## config.mk

```make
export PLATFORM = sky130hd
export DESIGN_NAME = if_fetch_stage_flat
export DESIGN_NICKNAME = d
export VERILOG_FILES = /design/src/rtl/mips_pkg.sv /design/src/rtl/if_fetch_stage_if.sv /design/src/rtl/ifid_reg.sv /design/src/rtl/if_fetch_stage.sv /design/src/flat_wrapper.sv
export SDC_FILE = /design/constraint.sdc
export NUM_CORES = 1
export LEC_CHECK = 0
export BUFFER_PORTS_ARGS = -buffer_cell sky130_fd_sc_hd__buf_2
export CORE_MARGIN = 2
export CORE_UTILIZATION = 45
export CTS_CLUSTER_SIZE = 16
export DETAILED_ROUTE_END_ITERATION = 10
export GPL_ROUTABILITY_DRIVEN = 0
export MAX_ROUTING_LAYER = met4
export PLACE_DENSITY = 0.74
export SETUP_SLACK_MARGIN = 0.5
export SLEW_MARGIN = 15
export SYNTH_ARGS = -nofsm -noshare
export SYNTH_HDL_FRONTEND = slang
export SYNTH_SLANG_ARGS = --single-unit
```

## constraint.sdc

```tcl
create_clock -name clk -period 2.14 [get_ports clk]
set_input_delay 0.214 -clock clk [delete_from_list [all_inputs] [get_ports clk]]
set_output_delay 0.214 -clock clk [all_outputs]
set_load 0.05 [all_outputs]
```

## src/rtl/mips_pkg.sv

```systemverilog
// Shared MIPS pipeline definitions: NOP encoding, fetch FSM states and the IF/ID record.
package mips_pkg;

  localparam logic [31:0] MIPS_NOP   = 32'h0000_0000;  // sll $0,$0,0
  localparam logic [31:0] WORD_BYTES = 32'd4;

  typedef enum logic {
    S_BOOT = 1'b0,
    S_RUN  = 1'b1
  } fetch_state_e;

  typedef struct packed {
    logic [31:0] inst;
    logic [31:0] pc4;
    logic        valid;
  } ifid_t;

  function automatic logic [31:0] sat_inc32(input logic [31:0] v);
    return (v == 32'hFFFF_FFFF) ? v : v + 32'd1;
  endfunction

endpackage

```

## src/rtl/if_fetch_stage_if.sv

```systemverilog
// Fetch-stage bundle: hazard/branch controls, instruction-memory port and IF/ID outputs.
interface if_fetch_stage_if #(
  parameter int PC_W    = 32,
  parameter int IMEM_AW = 5
);
  logic               stall_i;
  logic               flush_i;
  logic [PC_W-1:0]    branch_target_i;
  logic [IMEM_AW-1:0] imem_addr_o;
  logic [31:0]        imem_rdata_i;
  logic [PC_W-1:0]    pc_o;
  logic [31:0]        ifid_inst_o;
  logic [PC_W-1:0]    ifid_pc4_o;
  logic               ifid_valid_o;

  modport master (
    input  stall_i, flush_i, branch_target_i, imem_rdata_i,
    output imem_addr_o, pc_o, ifid_inst_o, ifid_pc4_o, ifid_valid_o
  );

  modport slave (
    output stall_i, flush_i, branch_target_i, imem_rdata_i,
    input  imem_addr_o, pc_o, ifid_inst_o, ifid_pc4_o, ifid_valid_o
  );
endinterface

```

## src/rtl/ifid_reg.sv

```systemverilog
// Generic pipeline stage register with hold (stall) and clear (bubble) controls.
module ifid_reg #(
  parameter int           W       = 1,
  parameter logic [W-1:0] CLR_VAL = '0
) (
  input  logic         clk,
  input  logic         srst,
  input  logic         hold,
  input  logic         clear,
  input  logic [W-1:0] d,
  output logic [W-1:0] q
);
  logic [W-1:0] data_q;

  // Clear outranks hold so a squash always lands even while stalled.
  always_ff @(posedge clk) begin
    if (srst || clear) begin
      data_q <= CLR_VAL;
    end else if (!hold) begin
      data_q <= d;
    end
  end

  assign q = data_q;
endmodule

```

## src/rtl/if_fetch_stage.sv

```systemverilog
// MIPS instruction-fetch stage: PC, boot bubble, stall/flush handling and IF/ID register.
// Optional performance counters are enabled by defining IF_FETCH_PERF_EN.
module if_fetch_stage
  import mips_pkg::*;
#(
  parameter int              PC_W     = 32,
  parameter int              IMEM_AW  = 5,
  parameter logic [PC_W-1:0] RESET_PC = '0,
  parameter logic [31:0]     NOP_INST = MIPS_NOP
) (
  input  logic                     clk,
  input  logic                     rst,
  if_fetch_stage_if.master         bus
`ifdef IF_FETCH_PERF_EN
  ,
  output logic [31:0]              perf_fetch_cnt_o,
  output logic [31:0]              perf_stall_cnt_o,
  output logic [31:0]              perf_flush_cnt_o
`endif
);
  localparam int IFID_W = 32 + PC_W + 1;
  localparam logic [IFID_W-1:0] IFID_BUBBLE = {NOP_INST, {PC_W{1'b0}}, 1'b0};

  fetch_state_e    state_q, state_d;
  logic [PC_W-1:0] pc_q, pc_d;
  logic [PC_W-1:0] pc_plus4;
  logic            ifid_hold, ifid_clear;
  logic            ev_fetch, ev_stall, ev_flush;
  logic [IFID_W-1:0] ifid_d, ifid_q;

  assign pc_plus4 = pc_q + PC_W'(WORD_BYTES);

  always_comb begin
    state_d    = S_RUN;
    pc_d       = pc_q;
    ifid_hold  = 1'b0;
    ifid_clear = 1'b0;
    ev_fetch   = 1'b0;
    ev_stall   = 1'b0;
    ev_flush   = 1'b0;
    case (state_q)
      S_BOOT: begin
        ifid_clear = 1'b1;
      end
      S_RUN: begin
        if (bus.flush_i) begin
          pc_d       = {bus.branch_target_i[PC_W-1:2], 2'b00};
          ifid_clear = 1'b1;
          ev_flush   = 1'b1;
        end else if (bus.stall_i) begin
          ifid_hold = 1'b1;
          ev_stall  = 1'b1;
        end else begin
          pc_d     = pc_plus4;
          ev_fetch = 1'b1;
        end
      end
      default: begin
        ifid_clear = 1'b1;
      end
    endcase
  end

  always_ff @(posedge clk) begin
    if (rst) begin
      state_q <= S_BOOT;
      pc_q    <= RESET_PC;
    end else begin
      state_q <= state_d;
      pc_q    <= pc_d;
    end
  end

  assign ifid_d = {bus.imem_rdata_i, pc_plus4, 1'b1};

  ifid_reg #(
    .W       (IFID_W),
    .CLR_VAL (IFID_BUBBLE)
  ) u_ifid (
    .clk   (clk),
    .srst  (rst),
    .hold  (ifid_hold),
    .clear (ifid_clear),
    .d     (ifid_d),
    .q     (ifid_q)
  );

  assign bus.pc_o         = pc_q;
  assign bus.imem_addr_o  = pc_q[IMEM_AW-1:0];
  assign bus.ifid_inst_o  = ifid_q[IFID_W-1 -: 32];
  assign bus.ifid_pc4_o   = ifid_q[PC_W:1];
  assign bus.ifid_valid_o = ifid_q[0];

`ifdef IF_FETCH_PERF_EN
  logic [31:0] fetch_cnt_q, stall_cnt_q, flush_cnt_q;

  always_ff @(posedge clk) begin
    if (rst) begin
      fetch_cnt_q <= '0;
      stall_cnt_q <= '0;
      flush_cnt_q <= '0;
    end else begin
      if (ev_fetch) fetch_cnt_q <= sat_inc32(fetch_cnt_q);
      if (ev_stall) stall_cnt_q <= sat_inc32(stall_cnt_q);
      if (ev_flush) flush_cnt_q <= sat_inc32(flush_cnt_q);
    end
  end

  assign perf_fetch_cnt_o = fetch_cnt_q;
  assign perf_stall_cnt_o = stall_cnt_q;
  assign perf_flush_cnt_o = flush_cnt_q;
`endif
endmodule

```

## src/flat_wrapper.sv

```systemverilog
// flat-port wrapper written by rule: the top's interface ports become plain ports
module if_fetch_stage_flat import mips_pkg::*;
#(
  parameter int              PC_W     = 32,
  parameter int              IMEM_AW  = 5,
  parameter logic [PC_W-1:0] RESET_PC = '0,
  parameter logic [31:0]     NOP_INST = MIPS_NOP
)
  (clk, rst, bus_stall_i, bus_flush_i, bus_branch_target_i, bus_imem_rdata_i, bus_imem_addr_o, bus_pc_o, bus_ifid_inst_o, bus_ifid_pc4_o, bus_ifid_valid_o);
  if_fetch_stage_if #(.PC_W(PC_W), .IMEM_AW(IMEM_AW)) bus_i ();
  input  logic clk;
  input  logic rst;
  input wire logic [$bits(bus_i.stall_i)-1:0] bus_stall_i;
  input wire logic [$bits(bus_i.flush_i)-1:0] bus_flush_i;
  input wire logic [$bits(bus_i.branch_target_i)-1:0] bus_branch_target_i;
  input wire logic [$bits(bus_i.imem_rdata_i)-1:0] bus_imem_rdata_i;
  output wire logic [$bits(bus_i.imem_addr_o)-1:0] bus_imem_addr_o;
  output wire logic [$bits(bus_i.pc_o)-1:0] bus_pc_o;
  output wire logic [$bits(bus_i.ifid_inst_o)-1:0] bus_ifid_inst_o;
  output wire logic [$bits(bus_i.ifid_pc4_o)-1:0] bus_ifid_pc4_o;
  output wire logic [$bits(bus_i.ifid_valid_o)-1:0] bus_ifid_valid_o;
  assign bus_i.stall_i = bus_stall_i;
  assign bus_i.flush_i = bus_flush_i;
  assign bus_i.branch_target_i = bus_branch_target_i;
  assign bus_i.imem_rdata_i = bus_imem_rdata_i;
  assign bus_imem_addr_o = bus_i.imem_addr_o;
  assign bus_pc_o = bus_i.pc_o;
  assign bus_ifid_inst_o = bus_i.ifid_inst_o;
  assign bus_ifid_pc4_o = bus_i.ifid_pc4_o;
  assign bus_ifid_valid_o = bus_i.ifid_valid_o;
  if_fetch_stage #(.PC_W(PC_W), .IMEM_AW(IMEM_AW), .RESET_PC(RESET_PC), .NOP_INST(NOP_INST)) u_core (.clk(clk), .rst(rst), .bus(bus_i));
endmodule
```

# Word-level counts from Yosys, hierarchy flattened
# Cells that the tools add are included.
[word_totals] word_cells=16 out_inout_bits=102 in_bits=68 ff_bits=98
[classes] addsub=1 bitwise=1 reduce_logical=2 mux=8 eq_ne=1
[ops] operator="32-bit 2-to-1 mux" n=2
[ops] operator="32-bit by 3-bit adder with 32-bit output, second input constant" n=1
[ops] operator="1-bit 2-to-1 mux" n=5
[ops] operator="2-bit by 1-bit != test with 1-bit output, second input constant" n=1
[ops] operator="1-bit one-hot mux with 2 select lines" n=1
[ops] operator="2-bit AND reduction" n=1
[ops] operator="1-bit logical OR" n=1
[ops] operator="1-bit NOT" n=1

# Longest topological paths before layout
# Gate-level depths: netlist of the first run.
[depth] depth_word=3 ltp_mapped=8 mapped_depth_nobuf=6

# Modules after synthesis
# From an unflattened synthesis of the first run, not the netlist that was laid out.
[unflattened] hier_cells=562 area_unflattened_um2=5047.3
[by_module_without_submodules] mod="if_fetch_stage" seq_area_each_um2=620.6 cells_per_inst=352 area_each_um2=2708.8 n_inst=1
[by_module_without_submodules] mod="ifid_reg" seq_area_each_um2=1301.2 cells_per_inst=210 area_each_um2=2338.5 n_inst=1

# Worst setup path before layout of the first run
# Ideal clock, no wire load.
[synth_timing] kind="reg-to-reg" start="reg u_core.pc_q[5] (netlist: u_core.bus.pc_o[5])" end="reg u_core.pc_q[26] (netlist: u_core.bus.pc_o[26])" t_required_ps=2066 path_stages_with_launch=7 arrival_time_ps=2216 path_slack_ps=-150 period_less_slack_ps=2290 setup_ps=74 path_cell_list="dfxtp_1 buf_2 nand4_2 nor3_4 nand4_1 or4_1 a31oi_1"
[synth_between] elab_chain_len=3
[synth_lines] item="from (decl)" line="if_fetch_stage.sv:25" source="logic [PC_W-1:0] pc_q, pc_d;"
[synth_lines] item="from (signal assigned)" line="if_fetch_stage.sv:70" source="pc_q <= pc_d;"
[synth_lines] item="32-bit by 3-bit adder with 32-bit output" line="if_fetch_stage.sv:31" source="assign pc_plus4 = pc_q + PC_W'(WORD_BYTES);"
[synth_lines] item="32-bit 2-to-1 mux" line="if_fetch_stage.sv:50" source="end else if (bus.stall_i) begin"
[synth_lines] item="32-bit 2-to-1 mux" line="if_fetch_stage.sv:46" source="if (bus.flush_i) begin"
# Every way passes these cells. The select of a mux whose other input is x is not followed.
# A chain may end at the register's enable or synchronous reset.

# Worst setup path in the final report of the first run
[layout_timing] start="reg u_core.pc_q[18] (netlist: u_core.bus.pc_o[18])" end="reg u_core.u_ifid.data_q[22] (netlist: u_core.u_ifid.q[22])"
[layout_between] elab_chain_len=1
[layout_lines] item="32-bit by 3-bit adder with 32-bit output" line="if_fetch_stage.sv:31"
[layout_lines] item="to (signal assigned)" line="ifid_reg.sv:18" source="data_q <= CLR_VAL;"
[layout_lines] item="to (signal assigned)" line="ifid_reg.sv:20" source="data_q <= d;"
[layout_lines] item="to (decl)" line="ifid_reg.sv:13" source="logic [W-1:0] data_q;"
# Every way passes these cells.

==> metrics.txt, run 1 <==
CP max stage cell dfxtp_4; Initial Util 0.467; post-synthesis cell area 0.00459 sq mm; CTS Buf Count 9; Slew HR 0.491; clock tree buffer depth 2; Avg WL per Cell around 16 um; H-tree Lvls 3; Pwr Total 0.00382 W; min Tclk post-route between 1.5 and 2 ns; Mapped Avg Cell Area approximately 8.0 sq um; Hold Crit Class input pin to flop; Layout Skew 0.0125 ns; vias in the first global route 4430; period utilisation layout 0.831; Synth Register Bits 94; Pins Over Slew Limit 0; num rows 36; CP Launch Type flop; RSZ-0062 raised after global routing yes; CTS tree yes; sequential share of the synthesized area 0.410; Data arrival, critical path 2.01 ns; CP endpoint kind flop; CP max FO 4; Via density 5.58; Yosys cell types 58; n_diodes 0; Starting DRT DRC Count ~430; cell mode on critical path nand4_1; root buffer cell clkbuf_8; Routed Antenna Nets 0; port bufs approximately 160; first-pass GRT wire length about 22000 um; Mapped Cells ~580; count of warnings emitted by yosys 0; final core occ 0.637; die area 0.0110 sq mm; Worst Setup Path Type flop to flop; via count just under 5k; initial antenna violation count 0; PD cells about 610 mW/mm^2; routed wire length 14300 um; measured slew at the worst slew-check pin approximately 0.76 ns; most frequent cells in the layout buf_2 (161), nand2_1 (96), a21oi_1 (69); Layout area overhead 36.4%; die width 105 um; Die Span Y around 100 um; Final HPWL DP between 9000 and 10000 um; Max VDD drop 0.384 mV; crit path cell chain nand4_1, nor3_4, buf_6, buf_4, nand4_1, xor2_1, a21oi_1; most common cell after layout, fill and taps aside buf_2; CP peak stage delay 0.36 ns; setup tns final 0 ns; # IOs 170; Setup violations, final 0; clk sink count 94; number of nets in the layout between 800 and 900; remaining global-route overflow 0; largest net degree at the start of global routing just over 90; run status completed; CP Data Required Time 2.37 ns; Worst-Skew Late Latency 0.36 ns; DRC 0; max-cap viol count 0; Leak 2.84 nW; floorplan core area 0.00982 sq mm; fraction of layout cells with a size suffix above 1 0.406; Highest Clock Rate 562 MHz; Final Hold Viols 0; DR pass1 iterations 5; Reg clk slew, reported paths 0.10 ns; GRT Overall Usage 0.252
[final cells by class]
| type | instances | area [sq um] |
|---|---|---|
| multi-input combinational | 420 | 2590 |
| timing repair buffer | 221 | 1300 |
| sequential | 94 | 1960 |
| tap | 133 | 166 |
| fill | 858 | 3560 |
| inverter | 6 | 22.5 |
| clock inverter | 6 | 68.8 |
| clock buffer | 10 | 138 |
[sequential cells by signal, indices dropped and copies added, names as in the netlist]
signal           cells
u_core.u_ifid.q     63
u_core.bus.pc_o     30
u_core.state_q       1
[cells in the mapped netlist, drive strengths merged]
cell type | count | area share
a2111oi | 1 | 0.0019
a211oi | 17 | 0.028
a21o | 2 | 0.0033
a21oi | 71 | 0.077
a221oi | 2 | 0.0038
a22o | 4 | 0.0076
a22oi | 3 | 0.0049
a311oi | 2 | 0.0038
a31oi | 11 | 0.015
a32o | 2 | 0.0044
a32oi | 2 | 0.0038
and2 | 6 | 0.0085
and3 | 13 | 0.018
and4 | 4 | 0.0082
buf | 23 | 0.035
clkbuf | 37 | 0.037
clkinv | 1 | 0.00082
conb | 1 | 0.00082
dfxtp | 94 | 0.41
ha | 1 | 0.0027
inv | 5 | 0.0041
mux2i | 5 | 0.011
nand2 | 97 | 0.080
nand2b | 1 | 0.0014
nand3 | 20 | 0.025
nand3b | 1 | 0.0016
nand4 | 20 | 0.029
nor2 | 32 | 0.026
nor2b | 3 | 0.0041
nor3 | 11 | 0.014
nor3b | 1 | 0.0016
nor4 | 1 | 0.0014
nor4b | 1 | 0.0033
o211ai | 1 | 0.0016
o21a | 1 | 0.0016
o21ai | 31 | 0.034
o221a | 1 | 0.0025
o22ai | 1 | 0.0014
o2bb2ai | 1 | 0.0019
o31ai | 8 | 0.013
o41ai | 2 | 0.0038
or3 | 2 | 0.0027
or4 | 4 | 0.0065
xnor2 | 9 | 0.017
xor2 | 19 | 0.036
[routing by layer]
metal	vias up	wire [um]	track usage
met3	39	949	0.0287
met4	0	388	0.107
met5	-	0	-
li1	2381	-	-
met1	2311	6220	0.329
met2	238	6720	0.395
[worst max-delay path: cells and delay by family, from the launching register on]
| kind | cells | cell delay (ns) |
|---|---|---|
| AO/OA/AOI/OAI | 1 | 0.09 |
| buffers and inverters | 2 | 0.25 |
| flip-flops | 1 | 0.36 |
| AND/OR/NAND/NOR | 3 | 0.70 |
| XOR/XNOR | 1 | 0.25 |
[through the flow]
step,cell area [sq um],worst slack (ns),instances,hold slack [ns]
after detailed placement,5530,0.234,834,0.443
after global placement,5530,0.283,834,0.434
after floorplan,4730,0.178,580,0.354
after global routing,6250,0.277,890,0.0800
final,6250,0.361,890,0.0853
after CTS,6030,0.388,879,0.0647
[cell families after synthesis]
group,after synthesis,synth area share
xor+xnor,28,0.0535
compound gates,163,0.214
buf+inv,66,0.0772
fa+ha+maj,1,0.00273
flops,94,0.410
simple gates,217,0.231
other cells,1,0.000818
mux,5,0.0109
[final timing paths]
| check | cells after the start | endpoint | slack, ns | startpoint |
|---|---|---|---|---|
| max | 7 | u_core.u_ifid.q[22] | 0.36 | u_core.bus.pc_o[18] |
| min | 3 | u_core.u_ifid.q[42] | 0.09 | bus_imem_rdata_i[9] |
| max reg2reg | 7 | u_core.u_ifid.q[22] | 0.36 | u_core.bus.pc_o[18] |
| min reg2reg | 2 | u_core.u_ifid.q[45] | 0.45 | u_core.u_ifid.q[45] |
[what timing repair did]
item | CTS | global route
endpoints found under the hold margin | 0 | 0
setup buffers | 29 | 11
pin swaps | 15 | 25
endpoints found under the setup margin | 52 | 44
resized for setup | 18 | 31
hold buffers | 0 | 0
[power breakdown]
group          switching (W)  leakage, nW  internal, W
Combinational       0.000508         1.96     0.000220
Clock               0.000657        0.103     0.000579
Sequential         0.0000621        0.782      0.00180
No activity file was read; power rests on OpenSTA's default activity.
==> run 2, diff against run 1 <==
Settings changed: PLACE_DENSITY 0.74 to 0.77.
Clock period 2.14 ns to 1.6 ns, I/O delays scaled along.
==> metrics.txt, run 2 <==
run status stopped before the end; Fail Step global routing; Run Error [ERROR DPL-0038] Utilization greater than 100%, impossible to legalize; Mapped Cells 575 (unchanged); hold buffers post-CTS 0 (unchanged); sequential share of the synthesized area 0.410 (unchanged); number of flops mapped to enable cells by yosys 0 (unchanged); Initial Util 0.467 (unchanged); # IOs 170 (unchanged); top_reg_cell synth dfxtp_1; top post-synthesis cells by area dfxtp_1 (41%), nand2_1 (7.9%), a21oi_1 (7.7%); GRT repair_timing worst endpoint u_core.u_ifid.q[22]$_SDFFE_PP0N_/D; ys async rst share 0 (unchanged); Mapped Avg Cell Area 7.98 sq um (unchanged); clk sink count 94 (unchanged); die width 105 um (unchanged); Final HPWL DP 10300 um (+9.4%); Die Span Y 105 um (unchanged); H-tree Lvls 3 (unchanged); Post-DP Area 0.00602 sq mm (+8.8%); num rows 36 (unchanged); Synth top cells by count nand2_1 (96), dfxtp_1 (94), a21oi_1 (71), clkbuf_1 (34), nor2_1 (32); Yosys cell types 58 (unchanged); Yosys top cell by area dfxtp_1; port bufs 161 (unchanged); largest net degree at the start of global routing 25; root buffer cell clkbuf_8; Synth Register Bits 94 (unchanged); WEP type register input; clock tree buffer depth 2 (unchanged); CTS Buf Count 9 (unchanged); post-synthesis cell area 0.00459 sq mm (unchanged); count of warnings emitted by yosys 0 (unchanged); Place WS -0.177 ns (-0.412 ns); most frequent cell after synthesis nand2_1; Synth top area share 0.410 (unchanged)
## run 2: cell counts after synthesis
Identical to the previous run, type by type.
## run 2: per-stage QoR
stage	TNS (ns)	std cells	hold slack [ns]
floorplan	-2.58	580	0.300
global placement	-0.461	879	0.402
detailed placement	-1.13	879	0.402
CTS	-0.408	973	0.0156
## run 2: logic make-up after synthesis
family / count (synthesis) / share of synthesized area
AOI/OAI and AO/OA: 163 / 0.214
other: 1 / 0.000818
adders and majority gates: 1 / 0.00273
and+or+nand+nor: 217 / 0.231
DFF: 94 / 0.410
xor gates and xnor gates: 28 / 0.0535
buffers and inverters: 66 / 0.0772
muxes: 5 / 0.0109
## run 2: repair_timing
action | in CTS
setup buffers | 56
pin swaps | 118
endpoints found under the setup margin | 189
gates cloned | 23
gates resized for setup | 473
==> run 3, diff against run 2 <==
Settings changed: CORE_UTILIZATION 45 to 30, CTS_CLUSTER_SIZE 16 to default, MAX_ROUTING_LAYER met4 to default, PLACE_DENSITY 0.77 to default, PLACE_DENSITY_LB_ADDON from default to 0.15, SETUP_SLACK_MARGIN 0.5 to default.
Clock period 1.6 ns to 2.1 ns, I/O delays scaled along.
==> metrics.txt, run 3 (synthesized netlist as in run 1, its figures left out) <==
PD cells 731 mW/mm^2; Layout Skew 0.00848 ns; DRC 0; Layout area overhead 29.2%; final worst setup slack 0.132 ns; Pins Over Slew Limit 0; floorplan core area 0.0151 sq mm; run status completed; num rows 45 (+25%); max-cap viol count 0; Die Span Y 128 um (+22%); largest net degree at the start of global routing 63; Avg WL per Cell 15.9 um; vias in the first global route 4342; Hold Crit Class input pin to flop; worst hold slack between 0.09 and 0.1 ns; number of nets in the layout around 800; root buffer cell clkbuf_16; Leak 2.66 nW; DR pass1 iterations 5; # IOs 170 (unchanged); via count 4715; Initial Util 0.304 (-0.163); setup repair bufs after CTS 0 (-100%); CTS tree yes; routed wire length 14600 um; Data arrival, critical path 2.21 ns; Starting DRT DRC Count 250; setup tns final 0 ns; CP max stage cell or4_1; GRT Overall Usage 0.179; CP top delay family simple AND/OR/NAND/NOR gates; CP peak stage delay 0.49 ns; die area approximately 0.016 sq mm; CP Data Required Time 2.35 ns; min Tclk post-route between 1.5 and 2 ns; Routed Antenna Nets 0; clock tree buffer depth 2 (unchanged); Final Hold Viols 0; Worst-Skew Late Latency 0.35 ns; final instance area approximately 0.0059 sq mm; Post-DP Area 0.00562 sq mm (-6.7%); Place WS 0.111 ns (+0.289 ns); Via density 5.14; hold buffers post-CTS 0 (unchanged); Reg clk slew, reported paths 0.07 ns; CP Launch Type flop; Highest Clock Rate 508 MHz; most frequent cells in the layout buf_2 (161), nand2_1 (96), dfxtp_1 (76); RSZ-0062 raised after global routing no; first-pass GRT wire length 22800 um; measured slew at the worst slew-check pin roughly 0.6 ns; Max VDD drop 0.370 mV; Slew HR 0.606; Setup violations, final 0; n_diodes 0; final core occ 0.393; fraction of layout cells with a size suffix above 1 0.331; fill count between 1.5k and 2k; H-tree Lvls 3 (unchanged); Worst Setup Path Type flop to flop; CP max FO 10; Final HPWL DP 10500 um (+1.6%); initial antenna violation count 1; crit path cell chain and4_4, and3_2, nand3_4, or4_1, a311oi_1; period utilisation layout 0.937; remaining global-route overflow 0; clk sink count 94 (unchanged); crit path buf inv count 0; CP endpoint kind flop; CTS Buf Count 9 (unchanged); port bufs 161 (unchanged); Largest register FFs 63; most common cell after layout, fill and taps aside buf_2; die width 128 um (+22%)
-- run 3: area by class of cell --
cell class	count	area [sq um]	share of cell area
clock inverter	7	81.3	0.0137
tap	188	235	0.0397
multi-input combinational	420	2400	0.405
timing repair buffer	193	1060	0.179
sequential	94	1900	0.321
inverter	6	22.5	0.00380
clock buffer	9	225	0.0380
-- run 3: path summary, 6_finish.rpt --
path                         from                   to  slack [ns]  cells past startpoint
min          bus_imem_rdata_i[22]  u_core.u_ifid.q[55]         0.1                      3
max            u_core.bus.pc_o[8]  u_core.bus.pc_o[20]        0.13                      5
min reg2reg   u_core.u_ifid.q[48]  u_core.u_ifid.q[48]        0.45                      2
max reg2reg    u_core.bus.pc_o[8]  u_core.bus.pc_o[20]        0.13                      5
-- run 3: what timing repair did --
item / 4_1_cts / 5_1_grt
endpoints found under the hold margin: 0 / 0
setup endpoints to repair: 0 / 3
gates resized for setup: 0 / 1
-- run 3: through the flow --
| stage | instances | total power, W |
|---|---|---|
| detailed placement | 901 | 0.00266 |
| global route | 917 | 0.00451 |
| floorplan | 580 | 0.00245 |
| global placement | 901 | 0.00265 |
| finish | 917 | 0.00433 |
| CTS | 917 | 0.00438 |
-- run 3: worst register-to-register path: stages, from the launching register on --
cell	delay (ns)
dfxtp_2	0.42
and4_4	0.28
and3_2	0.30
nand3_4	0.09
or4_1	0.49
a311oi_1	0.29
-- run 3: where the power goes --
part           switching [W]  leakage [nW]  internal (W)
clock               0.000771         0.152      0.000943
combinational       0.000494          1.74      0.000203
sequential         0.0000727         0.772       0.00185
-- run 3: metal layers --
layer / part of all wire / vias to the layer above / global-route usage
met5: 0.00069 / - / 0
met4: 0.022 / 2 / 0.0756
met3: 0.059 / 29 / 0.0376
met2: 0.45 / 171 / 0.285
met1: 0.47 / 2169 / 0.235
li1: - / 2344 / -
==> run 4, diff against run 3 <==
Settings changed: CELL_PAD_IN_SITES_DETAIL_PLACEMENT from default to 1, CELL_PAD_IN_SITES_GLOBAL_PLACEMENT from default to 2, CORE_UTILIZATION 30 to 29.
Clock period 2.1 ns to 2.5 ns, I/O delays scaled along.
==> metrics.txt, run 4 (synthesized netlist as in run 1, its figures left out) <==
run status completed; DR pass1 iterations 4 (-1); max-cap viol count 0 (unchanged); most common cell after layout, fill and taps aside buf_2; remaining global-route overflow 0 (unchanged); CP top delay family simple AND/OR/NAND/NOR gates; initial antenna violation count 0 (-1); floorplan core area 0.0153 sq mm (+1.5%); Setup violations, final 0 (unchanged); Post-DP Area 0.00557 sq mm (-0.87%); setup repair bufs after CTS 0 (unchanged); Avg WL per Cell 16.9 um (+6.0%); Starting DRT DRC Count 179 (-28%); Data arrival, critical path 2.45 ns (+0.24 ns); Final HPWL DP 11500 um (+9.8%); Slew HR 0.431 (-0.174); Register Area 0.00188 sq mm (-1.2%); CP Launch Type flop; worst hold slack 0.138 ns (+0.0429 ns); clk sink count 94 (unchanged); largest net degree at the start of global routing 92 (+46%); Via density 5.02 (-2.4%); crit path cell chain nand4_2, nor3_4, nand4_1, or4_1, a31oi_1; RSZ-0062 raised after global routing no; n_diodes 0 (unchanged); first-pass GRT wire length 24400 um (+7.2%); Multi-input gate area 0.00240 sq mm (about the same); Hold Crit Class input pin to flop; Reg clk slew, reported paths 0.07 ns (about the same); num rows 45 (unchanged); vias in the first global route 4587 (+5.6%); most frequent cells in the layout buf_2 (161), nand2_1 (96), dfxtp_1 (94); H-tree Lvls 3 (unchanged); final instance area 0.00585 sq mm (-1.3%); Initial Util 0.300 (-0.00447); Worst Setup Path Type flop to flop; fraction of layout cells with a size suffix above 1 0.296 (-0.0348); fill count 1950 (+25%); CP max stage cell or4_1; PD cells 602 mW/mm^2 (-18%); root buffer cell clkbuf_16; Layout area overhead 27.5%; port bufs 161 (unchanged); min Tclk post-route 2.17 ns (+0.204 ns); Highest Clock Rate 460 MHz (-9.4%); crit path buf inv count 0 (unchanged); Pins Over Slew Limit 0 (unchanged); die area 0.0168 sq mm (+3.3%); Routed Antenna Nets 0 (unchanged); CP endpoint kind flop; measured slew at the worst slew-check pin 0.853 ns (+0.262 ns); period utilisation layout 0.869 (-0.0683); die width 130 um (+1.7%); hold buffers post-CTS 0 (unchanged); Max VDD drop 0.302 mV (-18%); Leak 2.60 nW (-2.5%); routed wire length 15700 um (+7.6%); GRT Overall Usage 0.185 (+0.00681); post_cts resized 0 (unchanged); Die Span Y 130 um (+1.7%); setup tns final 0 ns (unchanged); Final Hold Viols 0 (unchanged); DRC 0 (unchanged); Layout Skew 0.00632 ns (-0.00216 ns); Worst-Skew Late Latency 0.35 ns (about the same); CP Data Required Time 2.77 ns (+0.42 ns); CP peak stage delay 0.51 ns (+0.02 ns); number of nets in the layout 784 (-1.1%); # IOs 170 (unchanged); via count 4672 (-0.91%); CTS Buf Count 9 (unchanged); final core occ 0.382 (-0.0108); Largest register FFs 63 (unchanged); CP max FO 9 (-1); CTS tree yes; clock tree buffer depth 2 (unchanged)
run 4: layout make-up:
type                            count  area share
Clock buffer                        9      0.0385
Tap cell                          211      0.0452
Inverter                            6     0.00385
Multi-Input combinational cell    420       0.410
Sequential cell                    94       0.322
Clock inverter                      7     0.00920
Timing Repair Buffer              184       0.172
run 4: tightest hold or removal path: stages:
cell     delay [ns]
buf_2          0.10
nand2_1        0.05
a21oi_1        0.05
run 4: layer usage:
layer / vias up / global-route usage / part of all wire
li1: 2314 / - / -
met1: 2199 / 0.255 / 0.47
met2: 146 / 0.300 / 0.46
met3: 13 / 0.0316 / 0.060
met4: 0 / 0.0550 / 0.011
met5: - / 0 / 0
run 4: power by group:
group	switching (W)	leakage [nW]	internal (W)
registers	0.0000646	0.765	0.00155
logic	0.000420	1.70	0.000170
clock network	0.000637	0.129	0.000684
total	0.00112	2.60	0.00240
run 4: path summary, 6_finish.rpt:
path | from | endpoint | slack, ns | cells after the start
min reg2reg | u_core.u_ifid.q[45] | u_core.u_ifid.q[45] | 0.45 | 2
min | bus_imem_rdata_i[23] | u_core.u_ifid.q[56] | 0.14 | 3
max | u_core.bus.pc_o[5] | u_core.bus.pc_o[26] | 0.33 | 5
max reg2reg | u_core.bus.pc_o[5] | u_core.bus.pc_o[26] | 0.33 | 5
run 4: metrics by stage:
stage	instances	worst slack, ns	total power (W)
after detailed placement	915	0.321	0.00224
after CTS	931	0.316	0.00359
after global placement	915	0.379	0.00223
after floorplan	580	0.210	0.00205
after global routing	931	0.134	0.00369
final	931	0.328	0.00352
